<file path="src/rtl/uio_bus_arbiter.sv">
// Round-robin owner of the 8 shared uio pins: grant, optional turnaround gap, then a
// burst of write (drive) or read (sample) beats until last / beat limit / request drop.
module uio_bus_arbiter #(
  parameter int NREQ      = 4,
  parameter int TURN_CYC  = 1,
  parameter int MAX_BEATS = 16
) (
  input  logic                      clk,
  input  logic                      rst,
  input  logic                      ena,
  input  logic [NREQ-1:0]           req,
  input  logic [NREQ-1:0]           req_dir,
  input  logic [8*NREQ-1:0]         req_data,
  input  logic [NREQ-1:0]           req_last,
  output logic [NREQ-1:0]           gnt,
  output logic                      busy,
  output logic                      beat,
  output logic [7:0]                rd_data,
  output logic                      rd_valid,
  output logic [$clog2(NREQ)-1:0]   rd_id,
  input  logic [7:0]                uio_in,
  output logic [7:0]                uio_out,
  output logic [7:0]                uio_oe
);

  localparam int IW = $clog2(NREQ);
  localparam int CW = (MAX_BEATS > 0) ? $clog2(MAX_BEATS + 1) : 1;

  typedef enum logic [1:0] {IDLE, TURN, XFER} state_t;

  state_t          state, state_nxt;
  logic [IW-1:0]   owner, rr_ptr, win, owner_inc;
  logic            dir;
  logic [CW-1:0]   beat_cnt;
  logic [1:0]      turn_cnt;
  logic            found, grant, burst_end, cnt_hit, turn_done;

  // First requester at or after the rr pointer, wrapping.
  always_comb begin
    found = 1'b0;
    win   = '0;
    for (int i = 0; i < NREQ; i++) begin
      if (!found && req[(int'(rr_ptr) + i) % NREQ]) begin
        found = 1'b1;
        win   = IW'((int'(rr_ptr) + i) % NREQ);
      end
    end
  end

  assign owner_inc = (owner == IW'(NREQ - 1)) ? '0 : owner + 1'b1;
  assign cnt_hit   = (MAX_BEATS != 0) && (beat_cnt == CW'(MAX_BEATS - 1));
  assign turn_done = (turn_cnt == 2'(TURN_CYC - 1));
  assign busy      = (state != IDLE);
  assign gnt       = busy ? (NREQ'(1) << owner) : '0;

  always_comb begin
    state_nxt = state;
    grant     = 1'b0;
    burst_end = 1'b0;
    beat      = 1'b0;
    uio_oe    = 8'h00;
    uio_out   = 8'h00;
    case (state)
      IDLE: begin
        if (ena && found) begin
          grant     = 1'b1;
          state_nxt = (TURN_CYC > 0) ? TURN : XFER;
        end
      end
      TURN: begin
        if (!req[owner]) begin
          burst_end = 1'b1;
          state_nxt = IDLE;
        end else if (turn_done) begin
          state_nxt = XFER;
        end
      end
      XFER: begin
        if (dir) begin
          uio_oe  = 8'hFF;
          uio_out = req_data[8*int'(owner) +: 8];
        end
        if (!req[owner]) begin
          burst_end = 1'b1;
        end else begin
          beat = 1'b1;
          if (req_last[owner] || cnt_hit) burst_end = 1'b1;
        end
        if (burst_end) state_nxt = IDLE;
      end
      default: state_nxt = IDLE;
    endcase
  end

  always_ff @(posedge clk) begin
    if (rst) begin
      state    <= IDLE;
      owner    <= '0;
      dir      <= 1'b0;
      rr_ptr   <= '0;
      beat_cnt <= '0;
      turn_cnt <= '0;
      rd_data  <= 8'h00;
      rd_valid <= 1'b0;
      rd_id    <= '0;
    end else begin
      state    <= state_nxt;
      rd_valid <= beat && !dir;
      if (state == TURN) turn_cnt <= turn_cnt + 1'b1;
      if (beat) beat_cnt <= beat_cnt + 1'b1;
      // Direction is frozen here; later req_dir changes do not affect the burst.
      if (grant) begin
        owner    <= win;
        dir      <= req_dir[win];
        beat_cnt <= '0;
        turn_cnt <= '0;
      end
      if (beat && !dir) begin
        rd_data <= uio_in;
        rd_id   <= owner;
      end
      if (burst_end) rr_ptr <= owner_inc;
    end
  end

endmodule
</file>
<file path="config.mk">
export PLATFORM = sky130hd
export DESIGN_NAME = uio_bus_arbiter
export DESIGN_NICKNAME = d
export VERILOG_FILES = /design/src/rtl/uio_bus_arbiter.sv
export SDC_FILE = /design/constraint.sdc
export NUM_CORES = 1
export LEC_CHECK = 0
export CAP_MARGIN = 25
export CORE_MARGIN = 1.5
export CORE_UTILIZATION = 25
export DETAILED_ROUTE_END_ITERATION = 10
export PLACE_DENSITY = 0.63
export SYNTH_ARGS = -nofsm -noshare
export SYNTH_HDL_FRONTEND = slang
export SYNTH_SLANG_ARGS = --single-unit
</file>
<file path="constraint.sdc">
create_clock -name clk -period 3.6 [get_ports clk]
set_input_delay 0.72 -clock clk [delete_from_list [all_inputs] [get_ports clk]]
set_output_delay 0.72 -clock clk [all_outputs]
set_load 0.01 [all_outputs]
</file>
**After elaboration in Yosys (flattened, before gate mapping)**

Index checks and enable logic that the tools add are counted.

- Register bits: 25
- Bits of input ports: 55
- Output and inout bits: 33
- Word-level logic and storage cells: 96

- Add/sub/neg operators: 6
- $lt $le $gt $ge: 6
- Equality and inequality tests: 7
- Shift-type cells: 2
- Mux-type cells: 45
- Bitwise logic cells: 3
- Reductions and logical operators: 18

Operators with widths:

| cell | count |
|---|---|
| 2-to-1 mux 8 bit | 4 |
| indexed part select 32 x 6 -> 8 bit | 1 |
| 2-to-1 mux 1 bit | 22 |
| 2-to-1 mux 2 bit | 9 |
| binary-select mux 1 bit (select 2 bit) | 7 |
| less-than comparator 3 x 4 -> 1 bit, second input constant | 3 |
| less-than comparator 2 x 3 -> 1 bit, second input constant | 3 |
| OR reduction 2 bit | 4 |
| adder 2 x 1 -> 2 bit, second input constant | 3 |
| one-hot mux 2 bit (3 select lines) | 1 |
| adder 5 x 1 -> 5 bit, second input constant | 1 |
| equality test 5 x 4 -> 1 bit, second input constant | 1 |
| logical AND 1 bit | 5 |
| adder 2 bit, second input constant | 2 |
| equality test 2 bit, second input constant | 2 |
| zero test 1 bit | 4 |
| zero test 2 bit | 2 |
| 2-to-1 mux 4 bit | 1 |
| inequality test 2 bit, second input constant | 2 |
| left shift 1 x 2 -> 4 bit, first input constant | 1 |
| bitwise AND 1 bit, first input constant | 3 |
| inequality test 3 bit, second input constant | 1 |
| AND reduction 3 bit | 1 |
| equality test 2 x 1 -> 1 bit, second input constant | 1 |
| 3 further kinds | 3 |

**Logic depth before layout (Yosys ltp)**

- Depth in word-level cells: 18
- Mapped depth: 8
- Gate-level depth less buffers: 7

**Worst setup path after synthesis**

Ideal clock, no wire load.

- Path kind: input port to output port
- Start: input req[1]
- End: output beat
- Arrival: 1536 ps
- Data required time: 2880 ps
- Slack: 1344 ps
- Stages on the path: 3
- Buffers on the path: 1
- Cells stage by stage: mux4_1 -> and2_1 -> buf_6

- Word-level cells in the longest chain between the ends: 4

Ends and longest elaborated chain:

| element | RTL line | RTL |
|---|---|---|
| start, declared | 11 | `input logic [NREQ-1:0] req,` |
| binary-select mux 1 bit (select 2 bit) | 83 | `if (!req[owner]) begin` |
| 2-to-1 mux 1 bit (not written as such) | 83 |  |
| 2-to-1 mux 1 bit | 83 |  |
| 2-to-1 mux 1 bit | 63 | `case (state)` |
| end, declared | 17 | `output logic beat,` |

Every way passes these cells. The select of a mux whose other input is x is not followed.

**Final worst setup path**

- Start: input req[0]
- End: output beat

The elaborated chain is that of the path after synthesis.

==> out/qor.yml <==
routing:
  routedWlPerCell_microns: 13.1
  drt-total-wl_microns: 4320
  firstDrtPassIters: 7
  route.detailed.drc: 3
  ant_nets: 0
  drt_first_iter_violations: 37
  vias_per_cell: 4.53
  num_vias: 1489
synth:
  ys_async_sr_fraction_pct: 0
  synth_area_sq_mm: 0.00168
  synth_area_per_cell_sq_um: 9.68
  synth_area_leader_cell: "dfxtp_1"
  ys_seq_elements: 25
  syn_nets: 239
  syn_inst: 174
  synth_edf_count: 0
  yosys_warnings: 0
  synthFlopType: "dfxtp_1"
  yosys.area_share.xor_xnor_pct: 2.08
  ys_seq_area_share_pct: 29.7
  synth_top_family_by_area: "multiplexers"
  synth_top_area_share_pct: 29.7
  synthTopCellsByArea: "dfxtp_1 (30%), mux4_2 (12%), mux2i_1 (9.5%), ha_1 (7.4%), nor2_1 (5.3%)"
  synth_adder_area_share_pct: 7.43
  ys_types: 42
  synth_mux_area_share_pct: 23.1
  synth-compound-area-share_pct: 8.84
  yosys.area_share.simple_pct: 19.2
final_layout:
  final_cell_mix: "clkdlybuf4s50_1 (87), dfxtp_1 (25), nor2_1 (24), mux2i_1 (16), inv_1 (12)"
  synthToLayoutAreaGrowth_pct: 54.9
  ff_latch_area_sq_um: 500
  n_fill_cell: 641
  final_common_cell: "clkdlybuf4s50_1"
  fin_nets: 318
  antennaDiodeCount: 0
  drive_above_1_share_pct: 9.52
  multi_input_area_sq_mm: 0.00102
setup_path:
  cp_max_fo: 6
  r2r_start: "owner[0]"
  worstReg2RegEnd: "rd_data[3]"
  path_cells: "clkdlybuf4s50_1 -> mux4_1 -> and2_1 -> clkdlybuf4s50_1"
  ff2ff_setup_slack_ns: 1.56
  worstSetupStartpointType: "input pin"
  arrival_ns: 2.48
  cp_common_cell: "clkdlybuf4s50_1"
  rr_worst_depth: 6
  slowest_delay_ns: 0.58
  critPathCaptureType: "output port"
  worstSetupPathType: "input pin to output port"
  cpMaxStageDelayCell: "mux4_1"
  worstPathRequired_ns: 2.88
clock_tree:
  ctsHoldBuffers: 0
  cts_sinks: 25
  cts_tree: "done"
  htree_levels: 1
  cts-root-buf: "clkbuf_8"
  clkTransAtPathRegs_ns: 0.09
  insertion_delay_ns: 0.27
  cts_setup_buffers: 0
  numCtsBuffers: 3
  ctsResizeCount: 0
  cts.path.max_buffers: 2
grt:
  antenna_found_initial: 0
  grt_max_degree: 17
  gr-total-overflow: 0
  grt_pass1_vias: 1526
  groute.usage.overall_pct: 12.6
  grt_pass1_wl_microns: 7310
placed_design:
  portBuffers: 87
  post-place-ws_ns: 0.396
  place_hpwl_microns: 3420
  place_congestion: 0.760
floorplan:
  initial_core_util_pct: 26.2
  fp.dieArea_sq_mm: 0.00724
  coreArea_sq_mm: 0.00642
  fp.dieW_microns: 85.1
  fp-row-count: 29
  die_y_microns: 85.1
  pin_count: 88
timing:
  setup_viol: 0
  finClkSkew_ns: 0.00266
  fmax_ghz: 0.312
  tns_ns: 0
  rsz0062_at_grt: "false"
  hold_viol_final: 0
  holdWs_ns: 0.489
  fin_crit_sh_pct: 88.9
  tightest_slew_ns: 0.507
  slew_headroom_pct: 66.2
  fin_crit_ns: 3.20
  slew_violations: 0
  setup_slack_ns: 0.398
power_and_ir_drop:
  p_int_w: 0.000656
  max-vdd-ir-drop_mv: 0.173
  comb_power_share_pct: 48.2
  power_frac_clock_pct: 17.1
  power_frac_seq_pct: 34.7
  switching_power_w: 0.000322
  power_switching_share_pct: 32.9
  leakagePower_nw: 1.03
  p_per_area_mw_per_mm2: 375
hold_path:
  hold_class: "flop to flop"
  hold_end: "rr_ptr[0]"
  whs_path_depth: 2
  hp-start: "rr_ptr[0]"
status:
  violations: "DRC"
  run_status: "finished, violations left"
job:
  max-cap-violations: 0
[worst max-delay path: cells and delay by family]
| kind | cells | cell delay, ns |
|---|---|---|
| multiplexers | 1 | 0.58 |
| AND/OR/NAND/NOR | 1 | 0.21 |
| buffers and inverters | 2 | 0.97 |
[worst max-delay path by stage]
stage | start | to | slack (ns) | cells past startpoint
2_1_floorplan | req[1] | beat | 1.34 | 3
3_3_place_gp | req[0] | beat | 0.39 | 4
3_5_place_dp | req[0] | beat | 0.40 | 4
4_1_cts | req[0] | beat | 0.38 | 4
5_1_grt | req[0] | beat | 0.32 | 4
6_report | req[0] | beat | 0.40 | 4
[cell type report]
type | count | share of cell area (%)
Multi-Input combinational cell | 120 | 39.1
Timing Repair Buffer | 91 | 34.5
Sequential cell | 25 | 19.2
Tap cell | 77 | 3.69
Clock buffer | 4 | 1.73
Inverter | 12 | 1.73
[kinds of logic (layout without fill, tap and decap cells)]
| logic type | after synthesis | count (layout) |
|---|---|---|
| compound gates | 21 | 21 |
| xor+xnor | 4 | 4 |
| fa+ha+maj | 10 | 10 |
| buf+inv | 29 | 107 |
| flops | 25 | 25 |
| mux | 26 | 26 |
| simple gates | 59 | 59 |
[Yosys cell counts (2+ instances only)]
cell	n
or3_1	2
a21oi_1	7
nor2b_1	4
nor2_1	24
or2b_2	2
ha_1	10
nand2_1	4
buf_6	3
dfxtp_1	25
mux2i_1	16
and2_1	10
a211oi_1	2
buf_4	7
nand2b_1	2
buf_2	3
o21ai_0	3
xnor2_1	2
mux4_2	9
xor2_1	2
and3_1	2
inv_1	12
clkbuf_1	3
[registers in the layout (all words and copies together), names as in the netlist]
signal / cells
state: 2
turn_cnt: 2
rd_valid: 1
beat_cnt: 5
owner: 2
rr_ptr: 2
dir: 1
rd_data: 8
rd_id: 2
[per-stage QoR]
| step | instances | total power, W | instance area, sq um | utilization (%) |
|---|---|---|---|---|
| final | 329 | 0.000978 | 2610 | 40.6 |
| after global routing | 329 | 0.00106 | 2610 | 40.6 |
| after CTS | 329 | 0.00100 | 2610 | 40.6 |
| after detailed placement | 325 | 0.000824 | 2560 | 39.9 |
| after global placement | 325 | 0.000820 | 2560 | 39.9 |
| after floorplan | 174 | 0.000652 | 1680 | - |
[routing by layer]
layer | global-route usage, % | up-vias | part of all wire, %
li1 | - | 750 | -
met1 | 16.4 | 686 | 45
met2 | 20.1 | 47 | 46
met3 | 3.99 | 6 | 7.8
met4 | 3.43 | 0 | 1.1
met5 | 0 | - | 0
[power groups by stage]
stage / Clock, W / Combinational, W / Sequential [W]
final: 0.000167 / 0.000471 / 0.000340
after global routing: 0.000192 / 0.000525 / 0.000346
after CTS: 0.000179 / 0.000481 / 0.000341
after detailed placement: 0 / 0.000477 / 0.000347
after global placement: 0 / 0.000475 / 0.000346
after floorplan: 0 / 0.000306 / 0.000345
(Power assumes the default switching activity.)
==> RTL edit 1: new RTL, config.mk and constraints unchanged <==
The 3 states of `state_t` get a one-hot encoding in 3 bits.
--- a/src/rtl/uio_bus_arbiter.sv
+++ b/src/rtl/uio_bus_arbiter.sv
@@ -28,3 +28,3 @@
 
-  typedef enum logic [1:0] {IDLE, TURN, XFER} state_t;
+  typedef enum logic [2:0] {IDLE = 3'b001, TURN = 3'b010, XFER = 3'b100} state_t;
 
Formal check against the unedited RTL: same outputs for any inputs over 4 cycles, from zero or initial values and one cycle with rst high; so few cycles prove little.
==> RTL edit 1 against the unedited design <==
Global-route usage is 0.34 points lower. Design area stayed put. Final cell count is 0.61% lower. Setup slack better by 8.3 ps. Sequential cell count is 1 higher. Via count is 0.94% higher. Register-to-register slack worse by 340 ps. Routed wire length is 0.97% higher. Area after synthesis is 3.0% lower. Largest cell class unchanged. Highest routed layer unchanged.
Power is not compared: it rests on default switching activity, and its combinational part moved more than twofold at a synthesized area within 25%.
==> RTL edit 1: results (changes against the unedited design) <==
* Nets at 313 (-1.6%)
* Setup ws final at 406.7 ps (+8.322 ps)
* Clock buf/inv share at 2.734% (+1.0 points)
* Clock buf count at 3 (-1)
* Worst R2R Path Depth at 5 (-1)
* Post-synthesis xor/xnor area fraction at 2.146% (+0.065 points)
* R2r startpoint: owner[1]
* Final hold slack at 501.1 ps (+11.68 ps)
* Vias/cell at 4.596 (+1.6%)
* Multiplexer share of the synthesized area at 24.37% (+1.3 points)
* GRT Resource Usage Total at 12.24% (-0.34 points)
* Compound-Gate Fraction of Synth Area at 7.203% (-1.6 points)
* Syn_area_per_cell at 9.549 um2 (-1.3%)
* Post-place instance area at 2537 um2 (-1.0%)
* Sequential cells at 26 (+4.0%)
* Multi-input gate area at 997.2 um2 (-2.3%)
* Slowest CP cell: mux4_2
* Hold worst-path end: rd_data[6]
* Count of multi-input gates at 122 (+1.7%)
* Largest net degree at the start of global routing at 24 (+7)
* Non-CTS inverters at 8 (-4)
* Biggest registers after layout: rd_data: 8 flops, beat_cnt: 5 flops, state: 3 flops
* Post-synthesis sequential area ratio at 31.88% (+2.2 points)
* Post-synth top cells: 27 x nor2_1, 26 x dfxtp_1, 15 x mux2i_1, 10 x and3_1, 10 x mux4_2
* Worst R2R Setup Slack at 1220 ps (-340 ps)
* Adder-cell share of the synthesized area at 5.364% (-2.1 points)
* Peak per-stage delay on the critical path at 510 ps (-70 ps)
* First-pass GRT wire length at 7100 um (-2.8%)
* Outcome: complete, no violations
* Area contributors post-synth: dfxtp_1 32%, mux4_2 14%, mux2i_1 9.2%
* Synthesized Nets at 233 (-2.5%)
* Fraction of area in non-clock buffers at 34.24% (-0.29 points)
## RTL edit 1: changes by cell type after synthesis, moves of 3 or more
cell      unedited run  this run
inv_1               12         8
nor2_1              24        27
nand2b_1             2         5
buf_6                3         0
nand3_1              0         3
a21oi_1              7         4
and3_1               2        10
ha_1                10         7
and2_1              10         5
## RTL edit 1: cells by family (layout without fill, tap and decap cells)
family	after synthesis	in the layout
AOI/OAI and AO/OA	16	16
DFF	26	26
buffers and inverters	23	102
adders and majority gates	7	7
xor gates and xnor gates	4	4
and+or+nand+nor	68	68
muxes	27	27
## RTL edit 1: layer usage
| layer | global-route usage [%] | share of wire, % |
|---|---|---|
| met5 | 0 | 0 |
| met1 | 15.95 | 45 |
| met3 | 1.682 | 2.5 |
| met2 | 21.63 | 52 |
| met4 | 2.534 | 0.62 |
## RTL edit 1: report_power, final
group,internal (mW),switching (mW)
Combinational,0.0986,0.0509
Clock,0.149,0.0934
Sequential,0.293,0.0104
==> RTL edit 2: new RTL, config.mk and constraints unchanged <==
Made on the original files. Change the parameter `MAX_BEATS` from 16 to 8.
--- a/src/rtl/uio_bus_arbiter.sv
+++ b/src/rtl/uio_bus_arbiter.sv
@@ -5,3 +5,3 @@
   parameter int TURN_CYC  = 1,
-  parameter int MAX_BEATS = 16
+  parameter int MAX_BEATS = 8
 ) (
Formal check against the unedited RTL: same outputs for any inputs over 4 cycles, from zero or initial values and one cycle with rst high; that may be too few to reach the edited logic, so the function may still have changed.
==> RTL edit 2 against the unedited design <==
Sequential cell count is 1 lower. Via count decreased by 0.74%. Synthesized cell count is 0.57% higher. Routed wire length is 4.5% lower. Area after synthesis is 7.6% lower. Setup slack got worse by 4.2 ps. Design area fell by 4.2%. Count of clock-buffer cells in the layout stayed put.
Power is not compared: it rests on default switching activity, and its combinational part moved more than twofold at a synthesized area within 25%.
==> RTL edit 2: results (changes against the unedited design) <==
* Outcome: complete, no violations
* Biggest registers after layout: rd_data: 8 flops, beat_cnt: 4 flops
* Dpl hpwl at 3220 um (-5.8%)
* Worst slack at placement at 403.8 ps (+7.916 ps)
* Largest net degree at the start of global routing at 24 (+7)
* Slowest CP cell: mux4_2
* Met3 Resource Use GR at 3.444% (-0.54 points)
* Final worst clock skew at 4.223 ps (+1.566 ps)
* GR Util met1 at 14.75% (-1.6 points)
* Adder-cell share of the synthesized area at 7.235% (-0.19 points)
* Vias/cell at 4.492 (-0.74%)
* Post-synthesis sequential area ratio at 30.87% (+1.2 points)
* Multiplexer share of the synthesized area at 18.97% (-4.1 points)
* Nets at 319 (+0.31%)
* Share of total power in combinational logic at between 20% and 30%
* Port Buffers at 87 (unchanged)
* GRT Resource Usage Total at 12.42% (-0.16 points)
* M2 GR Usage at 21.97% (+1.8 points)
* Post-place instance area at 2445 um2 (-4.6%)
* Post-synth cell types at 35 (-17%)
* First-pass GRT wire length at 6403 um (-12%)
* Slew Limit Headroom at 48.13% (-18 points)
* Fillers at 607 (-5.3%)
* Placer's final routability congestion estimate at 0.7531 (-0.92%)
* Via Count at 1478 (-0.74%)
* Iter 0 DRT Violations at 38 (+2.7%)
## RTL edit 2: per-layer routing
| metal | vias to the layer above | part of all wire [%] |
|---|---|---|
| li1 | 749 | - |
| met1 | 677 | 44 |
| met2 | 48 | 48 |
| met3 | 4 | 6.6 |
| met4 | 0 | 0.90 |
| met5 | - | 0 |
## RTL edit 2: path summary, 6_finish.rpt
kind	from	end	slack (ps)	cells past startpoint
max reg2reg	owner[0]	rr_ptr[1]	1810	5
max	req[3]	beat	390	5
min reg2reg	rd_id[0]	rd_id[0]	460	2
min	rd_id[0]	rd_id[0]	460	2
## RTL edit 2: final cells by class
| type | count | area, um2 | share of cell area, % |
|---|---|---|---|
| Multi-Input combinational cell | 127 | 947.2 | 37.89 |
| Sequential cell | 24 | 480.5 | 19.22 |
| Timing Repair Buffer | 89 | 885.9 | 35.44 |
| Inverter | 10 | 37.54 | 1.502 |
| Tap cell | 75 | 93.84 | 3.754 |
| Clock buffer | 4 | 55.05 | 2.202 |
